==> src/rtl/imem_loader_if.sv <==
// Byte-stream input and instruction-memory write port of the program loader.
// The loader uses the master modport; the host link / memory side uses slave.
interface imem_loader_if;
  logic [7:0]  in_data;
  logic        in_valid;
  logic        in_ready;
  logic        imem_we;
  logic [31:0] imem_addr;
  logic [31:0] imem_wdata;

  modport master (
    input  in_data, in_valid,
    output in_ready, imem_we, imem_addr, imem_wdata
  );

  modport slave (
    output in_data, in_valid,
    input  in_ready, imem_we, imem_addr, imem_wdata
  );
endinterface

==> src/rtl/imem_loader.sv <==
// Program loader: parses LEN_HI/LEN_LO/payload/CHK byte frames, writes
// big-endian words to instruction memory and holds the CPU until a good load.
module imem_loader #(
  parameter logic [31:0] BASE_ADDR = 32'h0000_0000,
  parameter int          MAX_WORDS = 256
) (
  input  logic          clk,
  input  logic          rst,
  input  logic          start,
  imem_loader_if.master bus,
  output logic          cpu_hold,
  output logic          done,
  output logic          error,
  output logic [15:0]   words_loaded
);
  localparam logic [16:0] MAX_N = 17'(MAX_WORDS);

  typedef enum logic [2:0] {IDLE, LEN_HI, LEN_LO, DATA, CHECK, DONE, ERR} state_t;
  state_t state, state_nx;

  logic [7:0]  len_hi;
  logic [15:0] n_words;
  logic [1:0]  byte_cnt;
  logic [23:0] asm_word;
  logic [7:0]  checksum;
  logic        we_q;
  logic [31:0] addr_q;
  logic [31:0] wdata_q;
  logic        in_rdy;

  logic        accept;
  logic        restart;
  logic        last_word;
  logic        chk_ok;
  logic [16:0] len_full;

  assign accept    = bus.in_valid && in_rdy;
  assign restart   = start && (state == IDLE || state == DONE || state == ERR);
  assign last_word = (words_loaded + 16'd1) == n_words;
  assign chk_ok    = bus.in_data == checksum;
  assign len_full  = {1'b0, len_hi, bus.in_data};

  assign bus.in_ready   = in_rdy;
  assign bus.imem_we    = we_q;
  assign bus.imem_addr  = addr_q;
  assign bus.imem_wdata = wdata_q;

  always_ff @(posedge clk or negedge rst) begin
    if (!rst) state <= IDLE;
    else      state <= state_nx;
  end

  always_comb begin
    state_nx = state;
    in_rdy   = 1'b0;
    case (state)
      LEN_HI: begin
        in_rdy = 1'b1;
        if (accept) state_nx = LEN_LO;
      end
      LEN_LO: begin
        in_rdy = 1'b1;
        if (accept) begin
          if (len_full > MAX_N)       state_nx = ERR;
          else if (len_full == 17'd0) state_nx = CHECK;
          else                        state_nx = DATA;
        end
      end
      DATA: begin
        in_rdy = 1'b1;
        // the final word's strobe overlaps CHECK, so the CHK byte may follow at once
        if (accept && byte_cnt == 2'd3 && last_word) state_nx = CHECK;
      end
      CHECK: begin
        in_rdy = 1'b1;
        if (accept) state_nx = chk_ok ? DONE : ERR;
      end
      default: ;
    endcase
    if (restart) state_nx = LEN_HI;
  end

  always_ff @(posedge clk or negedge rst) begin
    if (!rst) begin
      len_hi       <= '0;
      n_words      <= '0;
      byte_cnt     <= '0;
      asm_word     <= '0;
      checksum     <= '0;
      we_q         <= 1'b0;
      addr_q       <= BASE_ADDR;
      wdata_q      <= '0;
      cpu_hold     <= 1'b0;
      done         <= 1'b0;
      error        <= 1'b0;
      words_loaded <= '0;
    end else begin
      we_q <= 1'b0;
      if (we_q) addr_q <= addr_q + 32'd4;
      if (accept) begin
        case (state)
          LEN_HI: len_hi <= bus.in_data;
          LEN_LO: begin
            n_words <= len_full[15:0];
            if (len_full > MAX_N) error <= 1'b1;
          end
          DATA: begin
            asm_word <= {asm_word[15:0], bus.in_data};
            checksum <= checksum ^ bus.in_data;
            byte_cnt <= byte_cnt + 2'd1;
            // wdata is its own register, so a byte taken during the strobe can't disturb it
            if (byte_cnt == 2'd3) begin
              we_q         <= 1'b1;
              wdata_q      <= {asm_word, bus.in_data};
              words_loaded <= words_loaded + 16'd1;
            end
          end
          CHECK: begin
            if (chk_ok) begin
              done     <= 1'b1;
              cpu_hold <= 1'b0;
            end else begin
              error <= 1'b1;
            end
          end
          default: ;
        endcase
      end
      if (restart) begin
        cpu_hold     <= 1'b1;
        done         <= 1'b0;
        error        <= 1'b0;
        words_loaded <= '0;
        addr_q       <= BASE_ADDR;
        checksum     <= '0;
        byte_cnt     <= '0;
      end
    end
  end

  a_done_err_excl: assert property (@(posedge clk) disable iff (!rst) !(done && error));
endmodule

==> src/flat_wrapper.sv <==
// flat-port wrapper written by rule: the top's interface ports become plain ports
module imem_loader_flat 
#(
  parameter logic [31:0] BASE_ADDR = 32'h0000_0000,
  parameter int          MAX_WORDS = 256
)
  (clk, rst, start, cpu_hold, done, error, words_loaded, bus_in_data, bus_in_valid, bus_in_ready, bus_imem_we, bus_imem_addr, bus_imem_wdata);
  imem_loader_if bus_i ();
  input  logic clk;
  input  logic rst;
  input  logic start;
  output logic cpu_hold;
  output logic done;
  output logic error;
  output logic [15:0] words_loaded;
  input wire logic [$bits(bus_i.in_data)-1:0] bus_in_data;
  input wire logic [$bits(bus_i.in_valid)-1:0] bus_in_valid;
  output wire logic [$bits(bus_i.in_ready)-1:0] bus_in_ready;
  output wire logic [$bits(bus_i.imem_we)-1:0] bus_imem_we;
  output wire logic [$bits(bus_i.imem_addr)-1:0] bus_imem_addr;
  output wire logic [$bits(bus_i.imem_wdata)-1:0] bus_imem_wdata;
  assign bus_i.in_data = bus_in_data;
  assign bus_i.in_valid = bus_in_valid;
  assign bus_in_ready = bus_i.in_ready;
  assign bus_imem_we = bus_i.imem_we;
  assign bus_imem_addr = bus_i.imem_addr;
  assign bus_imem_wdata = bus_i.imem_wdata;
  imem_loader #(.BASE_ADDR(BASE_ADDR), .MAX_WORDS(MAX_WORDS)) u_core (.clk(clk), .rst(rst), .start(start), .bus(bus_i), .cpu_hold(cpu_hold), .done(done), .error(error), .words_loaded(words_loaded));
endmodule
==> config.mk <==
export PLATFORM = sky130hd
export DESIGN_NAME = imem_loader_flat
export DESIGN_NICKNAME = d
export VERILOG_FILES = /design/src/rtl/imem_loader_if.sv /design/src/rtl/imem_loader.sv /design/src/flat_wrapper.sv
export SDC_FILE = /design/constraint.sdc
export NUM_CORES = 1
export LEC_CHECK = 0
export ABC_AREA = 0
export BUFFER_PORTS_ARGS = -buffer_cell sky130_fd_sc_hd__buf_2
export CAP_MARGIN = 20
export CORE_ASPECT_RATIO = 1.2
export CORE_MARGIN = 4
export CORE_UTILIZATION = 40
export DETAILED_ROUTE_END_ITERATION = 7
export SYNTH_ARGS = -nofsm -noshare
export SYNTH_HDL_FRONTEND = slang
export SYNTH_SLANG_ARGS = --single-unit
==> constraint.sdc <==
create_clock -name clk -period 2.4 [get_ports clk]
set_input_delay 0 -clock clk [delete_from_list [all_inputs] [get_ports clk]]
set_output_delay 0 -clock clk [all_outputs]
set_load 0.02 [all_outputs]
## Yosys cells after proc, flatten, opt, wreduce, memory -nomap -nowiden

Cells that the tools add are included.

- Flip-flop bits (word level): 145
- Output and inout port bits: 85
- Logic and storage cells: 97

- Add/subtract/negate cells: 3
- $lt $le $gt $ge: 1
- Equal/unequal tests: 15
- Muxes and demuxes: 38
- Bitwise operators: 1
- Reductions and logical operators: 26

Operator list:

| cell | number |
|---|---|
| 16-bit 2-to-1 mux | 4 |
| 32-bit 2-to-1 mux | 2 |
| 32-bit by 3-bit adder with 32-bit output (second input constant) | 1 |
| 8-bit 2-to-1 mux | 3 |
| 3-bit 2-to-1 mux | 7 |
| 17-bit zero test | 1 |
| 16-bit by 1-bit adder with 16-bit output (second input constant) | 1 |
| 16-bit == test | 1 |
| 16-bit by 9-bit > comparator with 1-bit output (second input constant) | 1 |
| 1-bit 2-to-1 mux | 16 |
| 3-bit by 1-bit inequality test with 1-bit output (second input constant) | 5 |
| 3-bit case mux with 4 select lines | 1 |
| 2-bit nonzero test | 6 |
| 3-bit == test (second input constant) | 3 |
| 3-bit AND reduction | 3 |
| 8-bit == test | 1 |
| 2-bit 2-to-1 mux | 4 |
| 2-bit AND reduction | 4 |
| 8-bit bitwise XOR | 1 |
| 3-bit by 2-bit == test with 1-bit output (second input constant) | 2 |
| 5-bit AND reduction | 1 |
| 5-bit nonzero test | 1 |
| 1-bit logical AND | 4 |
| 4-bit AND reduction | 1 |
| 9 further kinds | 10 |

## Longest topological paths before layout

- Depth in word-level cells: 9
- Gate-level depth with buffers: 9
- Mapped depth without buffers: 8

## Worst setup path after synthesis

No wires, ideal clock.

- Kind: reg2reg
- Start point: register u_core.words_loaded[0]
- End point: register u_core.state[1]
- Setup time: 0.126 ns
- Data arrival time: 2.149 ns
- Required time: 2.274 ns
- Setup slack: 0.125 ns
- Stages on the path, launching flop included: 8
- Buffers on the path: 0
- Period minus slack after synthesis: 2.275 ns
- Path through: dfrtp_1 -> ha_1 -> and4_1 -> nand4_1 -> o31a_1 -> nor3_2 -> a31oi_1 -> o32a_1

- Cells in the longest elaborated chain, start to end: 5

RTL lines:

| element | line | RTL |
|---|---|---|
| from (decl) | imem_loader.sv:14 | `output logic [15:0] words_loaded` |
| from (signal assigned) | imem_loader.sv:115 | `words_loaded <= words_loaded + 16'd1;` |
| 16-bit by 1-bit adder with 16-bit output | imem_loader.sv:39 | `assign last_word = (words_loaded + 16'd1) == n_words;` |
| 16-bit == test | imem_loader.sv:39 |  |
| 1-bit logical AND | imem_loader.sv:72 | `if (accept && byte_cnt == 2'd3 && last_word) state_nx = CHECK;` |
| 3-bit by 1-bit inequality test with 1-bit output (no source line) | - |  |
| 5-bit AND reduction (no source line) | - |  |
| to (signal assigned) | imem_loader.sv:50 | `else state <= state_nx;` |
| to (decl) | imem_loader.sv:19 | `state_t state, state_nx;` |

No other way between the ends.
A chain may end at the register's enable or synchronous reset.

## Worst setup path after layout

- Start point: register u_core.words_loaded[1]
- End point: register u_core.state[1]

The elaborated chain is that of the path after synthesis.

==> flow_results.org <==
** Outcome
- Result of the run :: complete, no violations

** Yosys
- Netlist cell types :: 53
- Yosys mapped a number of flops with a built-in enable equal to 0.
- In this run the mean area of a mapped cell was around 9.5 um^2.
- During synthesis, Yosys emitted a total of 0 warnings.
- Most frequently used flop master after synthesis :: dfrtp_1
- The share of the Yosys chip area taken by registers is approximately 53%.
- Share of synthesized registers carrying an async set or reset :: 100.0%
- Largest area contributor in the netlist :: dfrtp_1
- Register bit count reported by yosys :: 143
- The mapped netlist covers ~6700 um^2.
- Synthesis produced 706 cells.
- Synth area leaders :: dfrtp_1 53%, nand2_1 12%, xor2_1 5.0%, mux2_2 4.0%, nor2_1 3.6%
- The synthesized design devotes to its leading area cell type a little over half of total area.

** STA
- Fin Clk Skew :: between 0.009 and 0.01 ns
- Transition time of the tightest slew-check pin :: between 0.5 and 0.6 ns
- After routing, the total negative slack on setup checks comes to 0 ns.
- The number of max-slew violations in the final report is 0.
- Final Hold Viols :: 0
- Setup violations remaining at the end of the flow were counted as 0.
- Clock period minus final worst setup slack :: 2.284 ns
- Measured against its own limit, the worst slew margin works out to 60.15%.
- Fin worst setup slack :: approximately 0.12 ns
- Setup repair after global routing left no endpoint under its margin.
- Derived from the worst setup path, the maximum achievable clock frequency is approximately 0.44 GHz.
- Share of the clock period used by the worst path after layout :: a little over nine tenths

** Finish
- Leaving out filler cells and counting taps, the final layout contains around 1000.
- The final layout contains about 830 nets.
- Area of all sequential standard cells :: around 3600 um^2
- The repair_antennas step left the layout with diodes totalling 0.
- Filler Cells Inserted :: ~1600
- Summing all multi-input logic gate instances after layout gives between 2000 and 3000 um^2.
- The finished cells cover between 8000 and 9000 um^2.
- Share of cells above drive strength 1 :: 22.36%
- Synth-to-Final Area Change :: 23.23%

** Placed design
- Post-DP HPWL :: ~12000 um
- Placed standard-cell area :: between 7000 and 8000 um^2
- Worst Setup Slack post-DPL :: about 0.058 ns
- During placement, the flow inserted port buffers numbering 94.
- DP Cell Count :: between 1000 and 1500
- Placer congestion estimate :: between 0.8 and 0.9

** Clock network
- Clock insertion delay at the later pin of the skew report :: around 0.42 ns
- TritonCTS built the clock tree.
- Postcts setup bufs :: 0
- # H-tree levels :: 4
- Clock tree synthesis found a total of approximately 140 sinks.
- Clock-pin slew was measured on the worst setup and hold paths at approximately 0.060 ns.
- Maximum root-to-sink buffer count :: 2
- Total clock buffers created by CTS :: 17
- The cell sitting at the root of the clock tree is a clkbuf_16.

** Floorplan
- The core region is 16340 um^2.
- Overall die height :: 149.8 um
- Die area :: 18900 um^2
- Starting Density :: 41.02%
- In this run the horizontal extent of the chip is 126.2 um.
- Row count :: 51
- Number of top-level pins :: 97

** Detailed routing
- Post-route ant nets :: 0
- For this run, design rule violations remaining after detail routing come to 0.
- The first detailed-routing pass took 5 iterations.
- Initial detailed-routing violation count :: between 200 and 300
- In the final routed layout, each cell accounts on average for about 17 um.
- After detailed routing, the total wire length is around 17000 um.
- Average vias per placed instance :: ~5.2
- The detailed router placed 5460 vias in this run.

** Critical path
- R2r setup slk :: between 0.1 and 0.15 ns
- Crit Path Category :: reg2reg
- The critical path starts at u_core.words_loaded[1].
- The worst setup path is captured at a flop.
- Maximum fanout along the worst path :: 5
- Worst r2r path cells :: 8
- Req. time, crit path :: between 2 and 3 ns
- RR Startpoint :: u_core.words_loaded[1]
- Critical R2R Capture :: u_core.state[1]
- Arrival time reported for the critical path endpoint :: ~2.6 ns
- Critical Path Start Type :: flop

** Power and ir drop
- Peak VDD IR :: ~0.43 mV
- Power spread over the standard cell area amounts to about 1000 nW/um^2.
- Power consumption :: ~8.5 mW
- For this design the static power due to leakage is around 4.2 nW.

** Global routing
- Total overflow reported by the global router :: 0
- Initial antenna violation count :: 0
- Global-route usage over all layers :: 18.90%
- Maximum number of pins on one net before global-route repair :: 54
- Via count of the first global-routing pass :: 5563
- Wire length of the first global-routing pass :: 28540 um

** Hold path
- Tightest Hold Check Type :: in2async

** Job
- Max-cap violations in this run came to 0.
-- synthesized netlist by cell type, drive strengths merged, types with 2 or more instances --
cell and count:
nor4 10, or3 8, mux2 24, xor2 38
o31ai 6, inv 5, nor2 66, a21oi 19
nand4 14, nor3b 2, nand4b 2, and4b 2
dfrtp 143, xnor2 24, nor3 11, o31a 2
nor2b 4, o41ai 2, clkbuf 14, o211ai 2
and4 5, nand2b 5, nand2 206, nand3 17
ha 3, o21ai 31, buf 17, o21a 3
and3 8
-- cells in the final DEF (no fill, tap or decap), types with 6 or more instances in the layout --
master	synthesis	layout
and3_1	8	8
mux2_2	24	24
a21oi_1	19	19
o31ai_1	6	6
o21ai_0	30	30
dlygate4sd3_1	0	10
buf_2	8	93
dfrtp_1	143	142
nor2_1	64	64
nor3_1	10	10
nand2_1	206	205
nand4_1	13	13
xor2_1	38	38
clkbuf_16	0	17
or3_1	8	8
buf_4	4	19
xnor2_1	24	24
nand3_1	15	15
-- cell type report --
| cell class | count | area share [%] |
|---|---|---|
| clock inverters | 8 | 2.106 |
| flip-flops and latches | 143 | 43.35 |
| repair buffers | 124 | 8.955 |
| multi-input cells | 528 | 36.08 |
| clock buffers | 24 | 6.076 |
| well taps | 212 | 3.212 |
| inverters | 5 | 0.2273 |
-- worst max-delay path: stages, from the launching register on --
cell and delay (ns):
dfrtp_2 0.44, ha_2 0.35, xnor2_1 0.10, and3_1 0.17
nand4_1 0.12, nor4_2 0.30, o21a_1 0.17, a31oi_1 0.14
o32a_1 0.37
-- metrics by stage --
step	hold slack (ns)	util [%]
detailed placement	-0.03500	45.73
finish	0.08240	50.55
global placement	-0.04419	45.73
global route	0.1277	50.55
floorplan	-0.2956	-
CTS	0.08425	50.48
-- power breakdown --
part | switching (mW) | total, mW | internal, mW | leakage, nW
Clock | 0.998 | 2.99 | 1.99 | 0.323
Combinational | 1.13 | 1.99 | 0.854 | 1.93
Sequential | 0.508 | 3.48 | 2.97 | 1.90
-- registers in the layout (all words and copies together), names as in the netlist --
register and flops:
u_core.len_hi 8, u_core.byte_cnt 2, u_core.done 1, u_core.words_loaded 16, u_core.checksum 8, u_core.cpu_hold 1, u_core.bus.imem_we 1, u_core.state 3
u_core.bus.imem_addr 30, u_core.bus.imem_wdata 32, u_core.asm_word 24, u_core.n_words 16, u_core.error 1
-- kinds of logic after synthesis --
group	after synthesis	synth area share [%]
AND/OR/NAND/NOR	362	24.68
flip-flops	143	53.40
AO/OA/AOI/OAI	74	6.628
XOR/XNOR	62	8.103
buffers and inverters	36	2.390
multiplexers	25	4.182
adder cells (fa/ha/maj)	3	0.5602
other	1	0.05596
-- layer usage --
layer	track usage (%)	vias to the layer above	routed length, um
met5	0	-	0
met4	7.296	0	413
met3	4.534	28	778
met2	30.80	128	8432
met1	24.48	2707	7656
li1	-	2597	-
-- worst max path at each step --
stage / to / slack (ns) / cells past startpoint
3_5_place_dp: u_core.words_loaded[14] / 0.06 / 6
5_1_grt: u_core.state[1] / 0.01 / 8
3_3_place_gp: u_core.words_loaded[15] / 0.15 / 6
2_1_floorplan: u_core.state[1] / 0.12 / 7
6_report: u_core.state[1] / 0.12 / 8
4_1_cts: u_core.words_loaded[14] / 0.01 / 6
-- timing repair --
action,in CTS,in global routing
endpoints found under the setup margin,0,1
hold buffers,10,0
hold endpoints to repair,174,0
gates resized for setup,0,2
No activity file was read; power rests on OpenSTA's default activity.
